### config.mk
export PLATFORM = sky130hd
export DESIGN_NAME = button_debouncer
export DESIGN_NICKNAME = d
export VERILOG_FILES = /design/src/rtl/sync2.sv /design/src/rtl/button_debouncer.sv
export SDC_FILE = /design/constraint.sdc
export NUM_CORES = 1
export LEC_CHECK = 0
export BUFFER_PORTS_ARGS = -buffer_cell sky130_fd_sc_hd__buf_2
export CAP_MARGIN = 20
export CORE_AREA = 8 8 45 47
export CTS_CLUSTER_SIZE = 40
export DETAILED_ROUTE_END_ITERATION = 12
export DIE_AREA = 0 0 53 55
export HOLD_SLACK_MARGIN = 0.03
export PLACE_DENSITY_LB_ADDON = 0.2
export SLEW_MARGIN = 30
export SYNTH_ARGS = -nofsm -noshare
export SYNTH_HDL_FRONTEND = slang
export SYNTH_SLANG_ARGS = --single-unit
### constraint.sdc
create_clock -name clk -period 1.9 [get_ports clk]
set_input_delay 0 -clock clk [delete_from_list [all_inputs] [get_ports clk]]
set_output_delay 0 -clock clk [all_outputs]
set_load 0.05 [all_outputs]
### src/rtl/sync2.sv
// Two-flop synchroniser for asynchronous inputs; both flops clear on reset.
module sync2 (
  input  logic clk,
  input  logic reset,
  input  logic d,
  output logic q
);

  logic meta_p0;

  always_ff @(posedge clk) begin
    if (reset) begin
      meta_p0 <= 1'b0;
      q       <= 1'b0;
    end else begin
      meta_p0 <= d;
      q       <= meta_p0;
    end
  end

endmodule

### src/rtl/button_debouncer.sv
// Debounces one mechanical button: synchronise, require a stable run of samples,
// then emit registered press/release pulses, a clean level and optional auto-repeat.
module button_debouncer #(
  parameter int DEBOUNCE_CYCLES = 16,
  parameter int REPEAT_DELAY    = 0,
  parameter int REPEAT_PERIOD   = 8,
  parameter int INVERT          = 1
) (
  input  logic clk,
  input  logic reset,
  input  logic btn_raw,
  output logic btn_level,
  output logic btn_press,
  output logic btn_release,
  output logic btn_repeat
);

  localparam int CNT_W  = $clog2(DEBOUNCE_CYCLES + 1);
  localparam int RMAX   = (REPEAT_DELAY > REPEAT_PERIOD) ? REPEAT_DELAY : REPEAT_PERIOD;
  localparam int RCNT_W = $clog2(RMAX + 1);

  localparam logic [CNT_W-1:0]  CNT_LAST = CNT_W'(DEBOUNCE_CYCLES - 1);
  localparam logic [RCNT_W-1:0] R_FIRST  = RCNT_W'(REPEAT_DELAY);
  localparam logic [RCNT_W-1:0] R_NEXT   = RCNT_W'(REPEAT_PERIOD);
  localparam logic              INV_BIT  = (INVERT != 0);

  typedef enum logic [1:0] {
    RELEASED    = 2'b00,
    PRESS_CHK   = 2'b01,
    HELD        = 2'b10,
    RELEASE_CHK = 2'b11
  } state_t;

  function automatic logic [CNT_W-1:0] cnt_inc(input logic [CNT_W-1:0] v);
    return (v == {CNT_W{1'b1}}) ? v : v + CNT_W'(1);
  endfunction

  function automatic logic [RCNT_W-1:0] rcnt_inc(input logic [RCNT_W-1:0] v);
    return (v == {RCNT_W{1'b1}}) ? v : v + RCNT_W'(1);
  endfunction

  logic p, s;

  state_t             state_q, state_d;
  logic [CNT_W-1:0]   cnt_q, cnt_d;
  logic [RCNT_W-1:0]  rcnt_q, rcnt_d, rinc, rtarget;
  logic               rarm_q, rarm_d;
  logic               level_d, press_d, release_d, repeat_d, held;

  assign p = btn_raw ^ INV_BIT;

  sync2 u_sync (
    .clk   (clk),
    .reset (reset),
    .d     (p),
    .q     (s)
  );

  always_comb begin
    state_d   = state_q;
    cnt_d     = cnt_q;
    press_d   = 1'b0;
    release_d = 1'b0;
    rcnt_d    = rcnt_q;
    rarm_d    = rarm_q;
    repeat_d  = 1'b0;
    rinc      = rcnt_inc(rcnt_q);
    rtarget   = rarm_q ? R_NEXT : R_FIRST;
    held      = (state_q == HELD) || (state_q == RELEASE_CHK);

    case (state_q)
      RELEASED: begin
        if (s) begin
          if (DEBOUNCE_CYCLES == 1) begin
            state_d = HELD;
            press_d = 1'b1;
          end else begin
            state_d = PRESS_CHK;
            cnt_d   = CNT_W'(1);
          end
        end
      end
      PRESS_CHK: begin
        if (!s) begin
          state_d = RELEASED;
          cnt_d   = '0;
        end else if (cnt_q == CNT_LAST) begin
          state_d = HELD;
          cnt_d   = '0;
          press_d = 1'b1;
        end else begin
          cnt_d = cnt_inc(cnt_q);
        end
      end
      HELD: begin
        if (!s) begin
          if (DEBOUNCE_CYCLES == 1) begin
            state_d   = RELEASED;
            release_d = 1'b1;
          end else begin
            state_d = RELEASE_CHK;
            cnt_d   = CNT_W'(1);
          end
        end
      end
      RELEASE_CHK: begin
        if (s) begin
          state_d = HELD;
          cnt_d   = '0;
        end else if (cnt_q == CNT_LAST) begin
          state_d   = RELEASED;
          cnt_d     = '0;
          release_d = 1'b1;
        end else begin
          cnt_d = cnt_inc(cnt_q);
        end
      end
      default: begin
        state_d = RELEASED;
        cnt_d   = '0;
      end
    endcase

    // Repeat timer: restarts on press, rearms for the period after each pulse,
    // and is silenced on the release cycle so pulses never overlap events.
    if (press_d) begin
      rcnt_d = '0;
      rarm_d = 1'b0;
    end else if ((REPEAT_DELAY > 0) && held && !release_d) begin
      if (rinc == rtarget) begin
        repeat_d = 1'b1;
        rcnt_d   = '0;
        rarm_d   = 1'b1;
      end else begin
        rcnt_d = rinc;
      end
    end

    level_d = (state_d == HELD) || (state_d == RELEASE_CHK);
  end

  always_ff @(posedge clk) begin
    if (reset) begin
      state_q     <= RELEASED;
      cnt_q       <= '0;
      rcnt_q      <= '0;
      rarm_q      <= 1'b0;
      btn_level   <= 1'b0;
      btn_press   <= 1'b0;
      btn_release <= 1'b0;
      btn_repeat  <= 1'b0;
    end else begin
      state_q     <= state_d;
      cnt_q       <= cnt_d;
      rcnt_q      <= rcnt_d;
      rarm_q      <= rarm_d;
      btn_level   <= level_d;
      btn_press   <= press_d;
      btn_release <= release_d;
      btn_repeat  <= repeat_d;
    end
  end

endmodule

Word level (Yosys, flattened, before mapping)
Index checks and enable logic that the tools add are counted. Widths: inputs -> output; s select.

Register bits: 12. Bits of input ports: 3. Output and inout port bits: 4. Logic and storage cells: 41.

Add/subtract/negate cells: 1. Equality and inequality tests: 9. Muxes and demuxes: 15. Bitwise logic cells: 4. Reduce and logical (&&, ||, !) cells: 5.

Operators by type and width (number): $mux 5 (6); $pmux 5 s4 (1); $mux 2 (6); $eq 2x2->1 const B (4); $pmux 2 s4 (1); $reduce_or 3->1 (2); $add 5x1->5 const B (1); $eq 5x4->1 const B (1); $eq 5x5->1 const B (1); $not 1->1 (4); $eq 2x1->1 const B (1); $logic_not 2->1 (1); $ne 2x1->1 const B (1); $ne 2x2->1 const B (1); $reduce_and 2->1 (1); $logic_or 1x1->1 (1); $mux 1 (1).

Longest topological paths before layout
Gate-level depths: netlist of the first run.

Depth in word-level cells: 6. Depth in mapped cells: 5. Mapped depth without buffers: 5.

Hierarchy
A second synthesis of the first run with hierarchy kept.

Cell total of the unflattened synthesis: 56. Area, all modules: 539.3 µm².

By module, submodules not included: button_debouncer (times used 1, cells each 52, area each 486.7 µm², seq. area each 200.2 µm²); sync2 (times used 1, cells each 4, area each 52.6 µm², seq. area each 40.0 µm²).

Worst setup path after synthesis of the first run
Ideal clock, no wire load.

Path kind: register to register. Start point: register cnt_q[1]. End point: register btn_level. Library setup time: 0.127 ns. Data arrival time: 1.245 ns. Data required time: 1.773 ns. Slack: 0.528 ns. Stages on the path, launching flop included: 6. Period minus slack after synthesis: 1.372 ns. Cell sequence: dfxtp_1 > ha_1 > nand3_2 > or3_4 > mux2i_1 > nor2_1.

Word-level cells in the longest chain between the ends: 6. Elaborated cells between the ends (all ways): 9.

RTL lines: start, declared (line button_debouncer.sv:45) `logic [CNT_W-1:0] cnt_q, cnt_d;`; start signal, assigned (line button_debouncer.sv:154) `cnt_q <= cnt_d;`; $eq 5x4->1 (*) (line button_debouncer.sv:87, button_debouncer.sv:110); $mux 2, on equally long branches (line button_debouncer.sv:110, button_debouncer.sv:87); $mux 2, on equally long branches (line button_debouncer.sv:107, button_debouncer.sv:84); $pmux 2 s4 (*) (line button_debouncer.sv:71) `case (state_q)`; $eq 2x2->1 (line button_debouncer.sv:139) `level_d = (state_d == HELD) || (state_d == RELEASE_CHK);`; $logic_or 1x1->1 (*) (line button_debouncer.sv:139); end signal, assigned (line button_debouncer.sv:157) `btn_level <= level_d;`; end, declared (line button_debouncer.sv:12) `output logic btn_level,`.

Every way passes the cells marked *; elsewhere a longest branch is shown, timed or not. A chain may end at the register's enable or synchronous reset.

Final worst setup path of the first run
Ends and elaborated chain as after synthesis.

==> results of run 1 <==
-- what timing repair did --
item                                   in CTS  in global routing
resized for setup                           0                  0
hold buffers                                1                  0
endpoints found under the hold margin       1                  0
buffers inserted                            0                  0
-- power groups by stage --
stage          Combinational [mW]  Clock (mW)  Sequential [mW]
2_1_floorplan              0.0172           0            0.264
3_3_place_gp               0.0203           0            0.265
3_5_place_dp               0.0203           0            0.265
4_1_cts                    0.0218       0.157            0.259
5_1_grt                    0.0245       0.165            0.260
6_report                   0.0218       0.150            0.259
-- placed cells by master, fill, tap and decap left out, drive strengths merged, types with 2 or more instances in the layout --
cell type / n
and3: 2
clkbuf: 3
nor4b: 2
nand3: 3
nand2: 6
nor2: 5
a21oi: 5
o21ai: 4
dfxtp: 12
buf: 5
nor2b: 2
-- worst max path at each step --
stage	slack, ps	start	end
detailed placement	400	cnt_q[1]$_SDFFE_PP0P_	btn_level$_SDFF_PP0_
floorplan	530	cnt_q[1]$_SDFFE_PP0P_	btn_level$_SDFF_PP0_
global placement	420	cnt_q[1]$_SDFFE_PP0P_	btn_level$_SDFF_PP0_
global route	280	cnt_q[1]$_SDFFE_PP0P_	btn_level$_SDFF_PP0_
finish	400	cnt_q[1]$_SDFFE_PP0P_	btn_level$_SDFF_PP0_
CTS	390	cnt_q[1]$_SDFFE_PP0P_	btn_level$_SDFF_PP0_
-- final cells by class --
class,instances,area [um2],area share [%]
Tap cell,16,20.0,3.37
Sequential cell,12,240,40.4
Timing Repair Buffer,6,35.0,5.89
Inverter,1,3.75,0.632
Clock buffer,3,22.5,3.79
Multi-Input combinational cell,43,273,45.9
-- metrics by stage --
step / setup slack, ps / utilization (%) / instances
CTS: 392 / 42.9 / 81
global route: 281 / 42.9 / 81
global placement: 425 / 40.6 / 77
detailed placement: 404 / 40.6 / 77
floorplan: 528 / - / 58
finish: 399 / 42.9 / 81
-- cell families after synthesis --
kind of cell,Yosys count,synth area share [%]
other,1,0.710
DFF,12,45.5
xor gates and xnor gates,2,4.74
AOI/OAI and AO/OA,12,12.8
buffers and inverters,3,2.84
adders and majority gates,1,2.37
and+or+nand+nor,26,29.1
muxes,1,1.90
-- flip-flops by register name, indices dropped and copies added, names as in the netlist --
name and cells:
btn_level 1, btn_press 1, btn_release 1, cnt_q 5
state_q 2, u_sync.meta_p0 1, u_sync.q 1
-- routing by layer --
layer  part of all wire (%)  wire length (um)  vias up  GRT usage, %
li1                       -                 -      215             -
met1                     46               466      189          9.98
met2                     50               504        5          13.7
met3                    3.5                36        2          1.87
met4                   0.98                10        0          7.76
met5                      0                 0        -             0
==> flow_summary.ini, run 1 <==
[sta]
final_min_period_over_clock_period_pct = 79.0
hold_viol = 0
timing.final.max_slew_violations = 0
grt_setup_unrepaired = false
finalHoldWorstSlack_ps = 47.9
finalSetupViolations = 0
clock_skew_ps = 4.34
tns_ps = 0
achievable-frequency_mhz = 666
final_period_minus_worst_setup_slack_ps = 1500

[finish]
final_net_count = 71
post_route_cells_drive_above_1_share_pct = 18.5
area_delta_synth_final_pct = 12.6
antenna_cells_inserted = 0
finish.instance_area_um2 = 594
fillCellCount = 145

[floorplan]
io_pins = 7
die_height_um = 55
initial_core_util_pct = 38.2
die_area_um2 = 2920
fp-row-count = 14
placeableCoreArea_um2 = 1380
die_width_um = 53

[synthesis]
synth-seq-area-share_pct = 45.5
syn-num-nets = 62
netlist-cell-type-count = 28
ys.flop_type = sky130_fd_sc_hd__dfxtp_1
async_reset_ff_share_pct = 0
postSynthCellCount = 58
yosys_register_bits = 12
yosys-top-cells-count = 12 x sky130_fd_sc_hd__dfxtp_1, 6 x sky130_fd_sc_hd__nand2_1, 5 x sky130_fd_sc_hd__a21oi_1, 5 x sky130_fd_sc_hd__nor2_1, 3 x sky130_fd_sc_hd__o21ai_0
yosysTopAreaCell = sky130_fd_sc_hd__dfxtp_1
synth_enable_flop_cells = 0
post-synth-top-count-cell = sky130_fd_sc_hd__dfxtp_1
post_synth_main_area_contributors = sky130_fd_sc_hd__dfxtp_1 45%, sky130_fd_sc_hd__a21oi_1 4.7%, sky130_fd_sc_hd__nand2_1 4.3%
ys_warn_count = 0
post_synth_instance_area_um2 = 528
post-synth-top-area-fraction_pct = 45.5
syn-mean-instance-area_um2 = 9.10

[cts]
cts_buffer_depth = 2
tritoncts.num_buffers = 3
tritoncts = yes
cts.clk_slew.worst_paths_ps = 70
cts_htree_levels = 1
cts.sinks = 12
ctsRootBufferMaster = sky130_fd_sc_hd__clkbuf_4
worstSkewPairLatency_ps = 260

[route]
num_vias = 411
dr.first_iter.drc_count = 8
drt_wl_total_mm = 1.02
drt-vias-per-instance = 5.07
ant_nets = 0
routedWlPerCell_um = 12.6
post-route-drc-count = 0
pre_antenna_drt_iters = 4

[worst_setup_path]
worst-r2r-cell-count = 5
crit_fanout = 6
cpPeakStageDelay_ps = 400
cp_data_arrival_time_ps = 1660
crit_family = simple AND/OR/NAND/NOR gates
regToRegStartpoint = cnt_q[1]$_SDFFE_PP0P_
timing.critical_path.required_ps = 2060
critical_path_depth = 5
worst-setup-path-type = flop to flop
regToRegEndpoint = btn_level$_SDFF_PP0_
timing.critical_path.slowest_stage_cell = sky130_fd_sc_hd__dfxtp_1
timing.critical_path.cells = ha_1 -> nand3_2 -> or3_4 -> mux2i_1 -> nor2_1
crit_buf_inv = 0
crit_path_start_kind = flop
rrSetupSlack_ps = 400
endpoint_kind = flop

[global_route]
number_of_antenna_violations_at_the_first_check_in_global_routing = 0
grtUsageTotal_pct = 8.78
grt_pass1_vias = 426
grt_start_max_net_pins = 14
grt_first_pass_wirelength_mm = 1.86
grt_overflow = 0

[power]
share_comb_of_total_power_pct = 5.1
static-leakage-power_nw = 0.238
internal_power_uw = 336
p_sw_share_pct = 22.0
netSwitchingPower_uw = 95.0
total_power_uw = 431
share_of_total_power_in_the_clock_network_pct = 34.8
worst_ir_drop_vdd_mv = 0.342
power_density_nw_per_um2 = 725
share_seq_of_total_power_pct = 60.1

[worst_hold_path]
hold_path.startpoint = reset
worst_hold_check_path_type = input pin to flop
holdPathEnd = cnt_q[2]$_SDFFE_PP0P_
timing.hold.worst_path_depth = 2

[place]
place_area_um2 = 562
globalplace.congestion = 0.807
io_buffers = 5
place.detailed.hpwl_um = 766

[flow_run]
drv_cap = 0

[run_status]
run_status = finished, final reports clean
No activity file was read; power rests on OpenSTA's default activity.
==> run 2: changes to the inputs <==
Clock period 1.9 ns to 1.3 ns, I/O delays scaled along.
==> flow_summary.ini, run 2 (synthesized netlist as in run 1, its figures left out) <==
[floorplan]
initial_core_util_pct = 38.2
die_width_um = 53
die_height_um = 55
placeableCoreArea_um2 = 1380
fp-row-count = 14
die_area_um2 = 2920
io_pins = 7

[sta]
grt_setup_unrepaired = true
finalSetupViolations = 4
timing.final.max_slew_violations = 0
achievable-frequency_mhz = 742
final_period_minus_worst_setup_slack_ps = 1350
hold_viol = 0
final_min_period_over_clock_period_pct = 104
tns_ps = -141
clock_skew_ps = 6.23
final.setup.worst_slack_ps = -47.2

[worst_setup_path]
worst-r2r-cell-count = 4
crit_path_start_kind = flop
rrSetupSlack_ps = -50
timing.critical_path.required_ps = 1470
worst-setup-path-type = flop to flop
timing.critical_path.from = cnt_q[1]$_SDFFE_PP0P_
crit_fanout = 5
regToRegEndpoint = btn_release$_SDFF_PP0_
regToRegStartpoint = cnt_q[1]$_SDFFE_PP0P_
cp_data_arrival_time_ps = 1520
endpoint_kind = flop

[power]
total_power_uw = 716
static-leakage-power_nw = 0.275
worst_ir_drop_vdd_mv = 0.694
power_density_nw_per_um2 = 1040

[route]
drt_wl_total_mm = 1.04
dr.first_iter.drc_count = 10
routedWlPerCell_um = 11.7
num_vias = 465
ant_nets = 0
pre_antenna_drt_iters = 4
post-route-drc-count = 0
drt-vias-per-instance = 5.22

[cts]
cts_htree_levels = 1
cts_buffer_depth = 2
cts.sinks = 12
tritoncts = yes
cts.clk_slew.worst_paths_ps = 80
tritoncts.num_buffers = 3
ctsRootBufferMaster = sky130_fd_sc_hd__clkbuf_4
worstSkewPairLatency_ps = 280

[finish]
largest_registers = cnt_q x5, state_q x2
final_core_util_pct = 49.8
final_net_count = 78
finish.cell_count_without_fillers = 89
area_delta_synth_final_pct = 30.6
antenna_cells_inserted = 0
final_common_cell = sky130_fd_sc_hd__dfxtp_1
post_route_cells_drive_above_1_share_pct = 34.2
finish.instance_area_um2 = 689
largest_reg_by_ff_count = cnt_q
largest_register_ff_count = 5
layout.cells.most_common_list = 9 x sky130_fd_sc_hd__dfxtp_1, 7 x sky130_fd_sc_hd__buf_4, 6 x sky130_fd_sc_hd__nand2_1

[run_status]
run_status = complete, but fails checks
failed_checks = setup timing

[place]
io_buffers = 5
place.detailed.hpwl_um = 712
place_area_um2 = 614
dpl.cell_count = 82
globalplace.congestion = 0.795

[flow_run]
drv_cap = 0

[global_route]
number_of_antenna_violations_at_the_first_check_in_global_routing = 0
grt_first_pass_wirelength_mm = 1.69
grtUsageTotal_pct = 8.13
grt_overflow = 0
grt_start_max_net_pins = 14
grt_pass1_vias = 384

[worst_hold_path]
worst_hold_check_path_type = input pin to flop
timing.hold.worst_path_depth = 2
holdPathEnd = state_q[1]$_SDFF_PP0_
hold_path.startpoint = reset
-- run 2: cell type report --
type,instances,area [um2]
well taps,16,20.0
repair buffers,13,87.6
flip-flops and latches,12,244
fillers,126,694
clock buffers,4,36.3
inverters,1,3.75
multi-input cells,43,298
-- run 2: worst max-delay path by stage --
stage,cells past startpoint,endpoint,slack [ps]
after floorplan,5,btn_level$_SDFF_PP0_,20
after detailed placement,5,btn_level$_SDFF_PP0_,-6
final,4,btn_release$_SDFF_PP0_,-50
after global routing,6,cnt_q[3]$_SDFFE_PP0P_,-100
after CTS,5,btn_level$_SDFF_PP0_,-20
after global placement,4,btn_press$_SDFF_PP0_,5
-- run 2: critical path: stages (launching register included) --
cell and delay [ps]:
sky130_fd_sc_hd__dfxtp_2 360, sky130_fd_sc_hd__ha_4 160, sky130_fd_sc_hd__nand3_2 90, sky130_fd_sc_hd__or3_4 370, sky130_fd_sc_hd__nor4b_1 260
-- run 2: repair_timing --
action,in CTS,in global routing
gates resized for setup,0,4
pin swaps,1,2
hold buffers,1,0
setup buffers,1,1
hold endpoints to repair,1,0
endpoints found under the setup margin,3,5
-- run 2: through the flow --
stage | hold WS, ps | worst slack, ps
floorplan | 66.7 | 23.5
global placement | 152 | 5.38
detailed placement | 153 | -5.53
CTS | 39.7 | -19.7
global route | 44.9 | -103
finish | 28.6 | -47.2
-- run 2: layer usage --
metal / wire [um] / global-route usage [%] / part of all wire [%]
met5: 0 / 0 / 0
met1: 464 / 9.40 / 45
met2: 436 / 11.9 / 42
met3: 104 / 3.74 / 10
met4: 32 / 5.17 / 3.1
-- run 2: power breakdown --
group	switching (mW)	leakage, nW	total, mW	internal, mW
Combinational	0.0234	0.155	0.0385	0.0151
Sequential	0.00502	0.0986	0.378	0.373
Clock	0.129	0.0210	0.300	0.170
Total	0.158	0.275	0.716	0.559
==> run 3: changes to the inputs <==
Settings changed: CAP_MARGIN 20 to unset.
Clock period 1.3 ns to 1.6 ns, I/O delays scaled along.
==> flow_summary.ini, run 3 (synthesized netlist as in run 1, its figures left out) <==
[finish]
largest_register_ff_count = 5
antenna_cells_inserted = 0
final_net_count = 72
largest_registers = cnt_q x5, state_q x2
post_route_cells_drive_above_1_share_pct = 22.7
finish.instance_area_um2 = 611
area_delta_synth_final_pct = 15.6
layout.cells.most_common_list = 12 x sky130_fd_sc_hd__dfxtp_1, 6 x sky130_fd_sc_hd__nand2_1, 5 x sky130_fd_sc_hd__nor2_1, 5 x sky130_fd_sc_hd__a21oi_1, 5 x sky130_fd_sc_hd__buf_2
final_common_cell = sky130_fd_sc_hd__dfxtp_1
largest_reg_by_ff_count = cnt_q

[route]
ant_nets = 0
post-route-drc-count = 0
drt_wl_total_mm = 1.01
num_vias = 427
drt-vias-per-instance = 5.21
dr.first_iter.drc_count = 7
pre_antenna_drt_iters = 4
routedWlPerCell_um = 12.4

[global_route]
grtUsageTotal_pct = 8.39
grt_first_pass_wirelength_mm = 1.74
grt_pass1_vias = 402
grt_start_max_net_pins = 14
number_of_antenna_violations_at_the_first_check_in_global_routing = 0
grt_overflow = 0

[cts]
cts.clk_slew.worst_paths_ps = 70
tritoncts = yes
cts_htree_levels = 1
cts_buffer_depth = 2
ctsRootBufferMaster = sky130_fd_sc_hd__clkbuf_4
worstSkewPairLatency_ps = 270
cts.sinks = 12
tritoncts.num_buffers = 3

[floorplan]
placeableCoreArea_um2 = 1380
die_height_um = 55
die_width_um = 53
die_area_um2 = 2920
io_pins = 7
initial_core_util_pct = 38.2
fp-row-count = 14

[sta]
finalHoldWorstSlack_ps = 50.6
tns_ps = 0
clock_skew_ps = 4.64
final_min_period_over_clock_period_pct = 91.9
achievable-frequency_mhz = 680
finalSetupViolations = 0
final_period_minus_worst_setup_slack_ps = 1470
hold_viol = 0
grt_setup_unrepaired = false
timing.final.max_slew_violations = 0

[place]
io_buffers = 5
globalplace.congestion = 0.809
place_area_um2 = 569
place.detailed.hpwl_um = 768

[power]
total_power_uw = 513
static-leakage-power_nw = 0.241
share_of_total_power_in_the_clock_network_pct = 34.5
worst_ir_drop_vdd_mv = 0.480
p_sw_share_pct = 21.8
share_seq_of_total_power_pct = 59.8
netSwitchingPower_uw = 112
power_density_nw_per_um2 = 840
internal_power_uw = 401
share_comb_of_total_power_pct = 5.7

[worst_setup_path]
crit_fanout = 6
timing.critical_path.required_ps = 1750
cpPeakStageDelay_ps = 400
crit_path_start_kind = flop
crit_family = simple AND/OR/NAND/NOR gates
timing.critical_path.cells = ha_2 -> nand3_2 -> or3_4 -> mux2i_1 -> nor2_1
cp_data_arrival_time_ps = 1620
worst-setup-path-type = flop to flop
timing.critical_path.slowest_stage_cell = sky130_fd_sc_hd__dfxtp_1
crit_buf_inv = 0
endpoint_kind = flop

[worst_hold_path]
worst_hold_check_path_type = input pin to flop

[flow_run]
drv_cap = 0

[run_status]
run_status = finished, final reports clean
[run 3: cell count changes in the layout (fill, tap and decap cells not counted), sizes merged]
cell,previous run,this run
buf,12,6
clkbuf,4,3
[run 3: through the flow]
step	setup WS [ps]	std cells	util [%]
after floorplan	228	58	-
after global placement	118	78	41.1
after detailed placement	101	78	41.1
after CTS	80.4	82	43.5
after global routing	20.4	82	44.1
final	129	82	44.1
[run 3: area by class of cell]
class / count / area [um2]
Multi-Input combinational cell: 43 / 282
Fill cell: 142 / 773
Tap cell: 16 / 20.0
Clock buffer: 3 / 22.5
Inverter: 1 / 3.75
Sequential cell: 12 / 240
Timing Repair Buffer: 7 / 42.5
[run 3: worst paths after layout]
| path | startpoint | slack (ps) | depth (start not counted) | endpoint |
|---|---|---|---|---|
| hold reg to reg | u_sync.meta_p0$_SDFF_PP0_ | 450 | 1 | u_sync.q$_SDFF_PP0_ |
| setup / recovery | cnt_q[1]$_SDFFE_PP0P_ | 130 | 5 | btn_level$_SDFF_PP0_ |
| setup reg to reg | cnt_q[1]$_SDFFE_PP0P_ | 130 | 5 | btn_level$_SDFF_PP0_ |
| hold / removal | reset | 50 | 2 | state_q[1]$_SDFF_PP0_ |
[run 3: repair_timing]
action	in CTS	in global routing
endpoints found under the hold margin	1	0
buffers inserted	0	0
gates resized for setup	0	2
hold buffers	1	0
setup endpoints to repair	0	2
[run 3: power groups by stage]
stage / sequential, mW / clock (mW) / combinational [mW]
final: 0.307 / 0.177 / 0.0292
after global routing: 0.307 / 0.198 / 0.0326
after CTS: 0.307 / 0.186 / 0.0290
after detailed placement: 0.314 / 0 / 0.0271
after global placement: 0.314 / 0 / 0.0269
after floorplan: 0.313 / 0 / 0.0204
[run 3: per-layer routing]
layer  track usage (%)  vias up  wire length, um
li1                  -      223                -
met1              8.29      192              443
met2              13.7        8              485
met3              3.74        4               56
met4              6.47        0               29
met5                 0        -                0
[run 3: worst register-to-register path: cells and delay by family (launching register included)]
family / cells / cell delay, ps
multiplexers: 1 / 190
AND/OR/NAND/NOR: 3 / 520
flip-flops: 1 / 400
adder cells (fa/ha/maj): 1 / 260
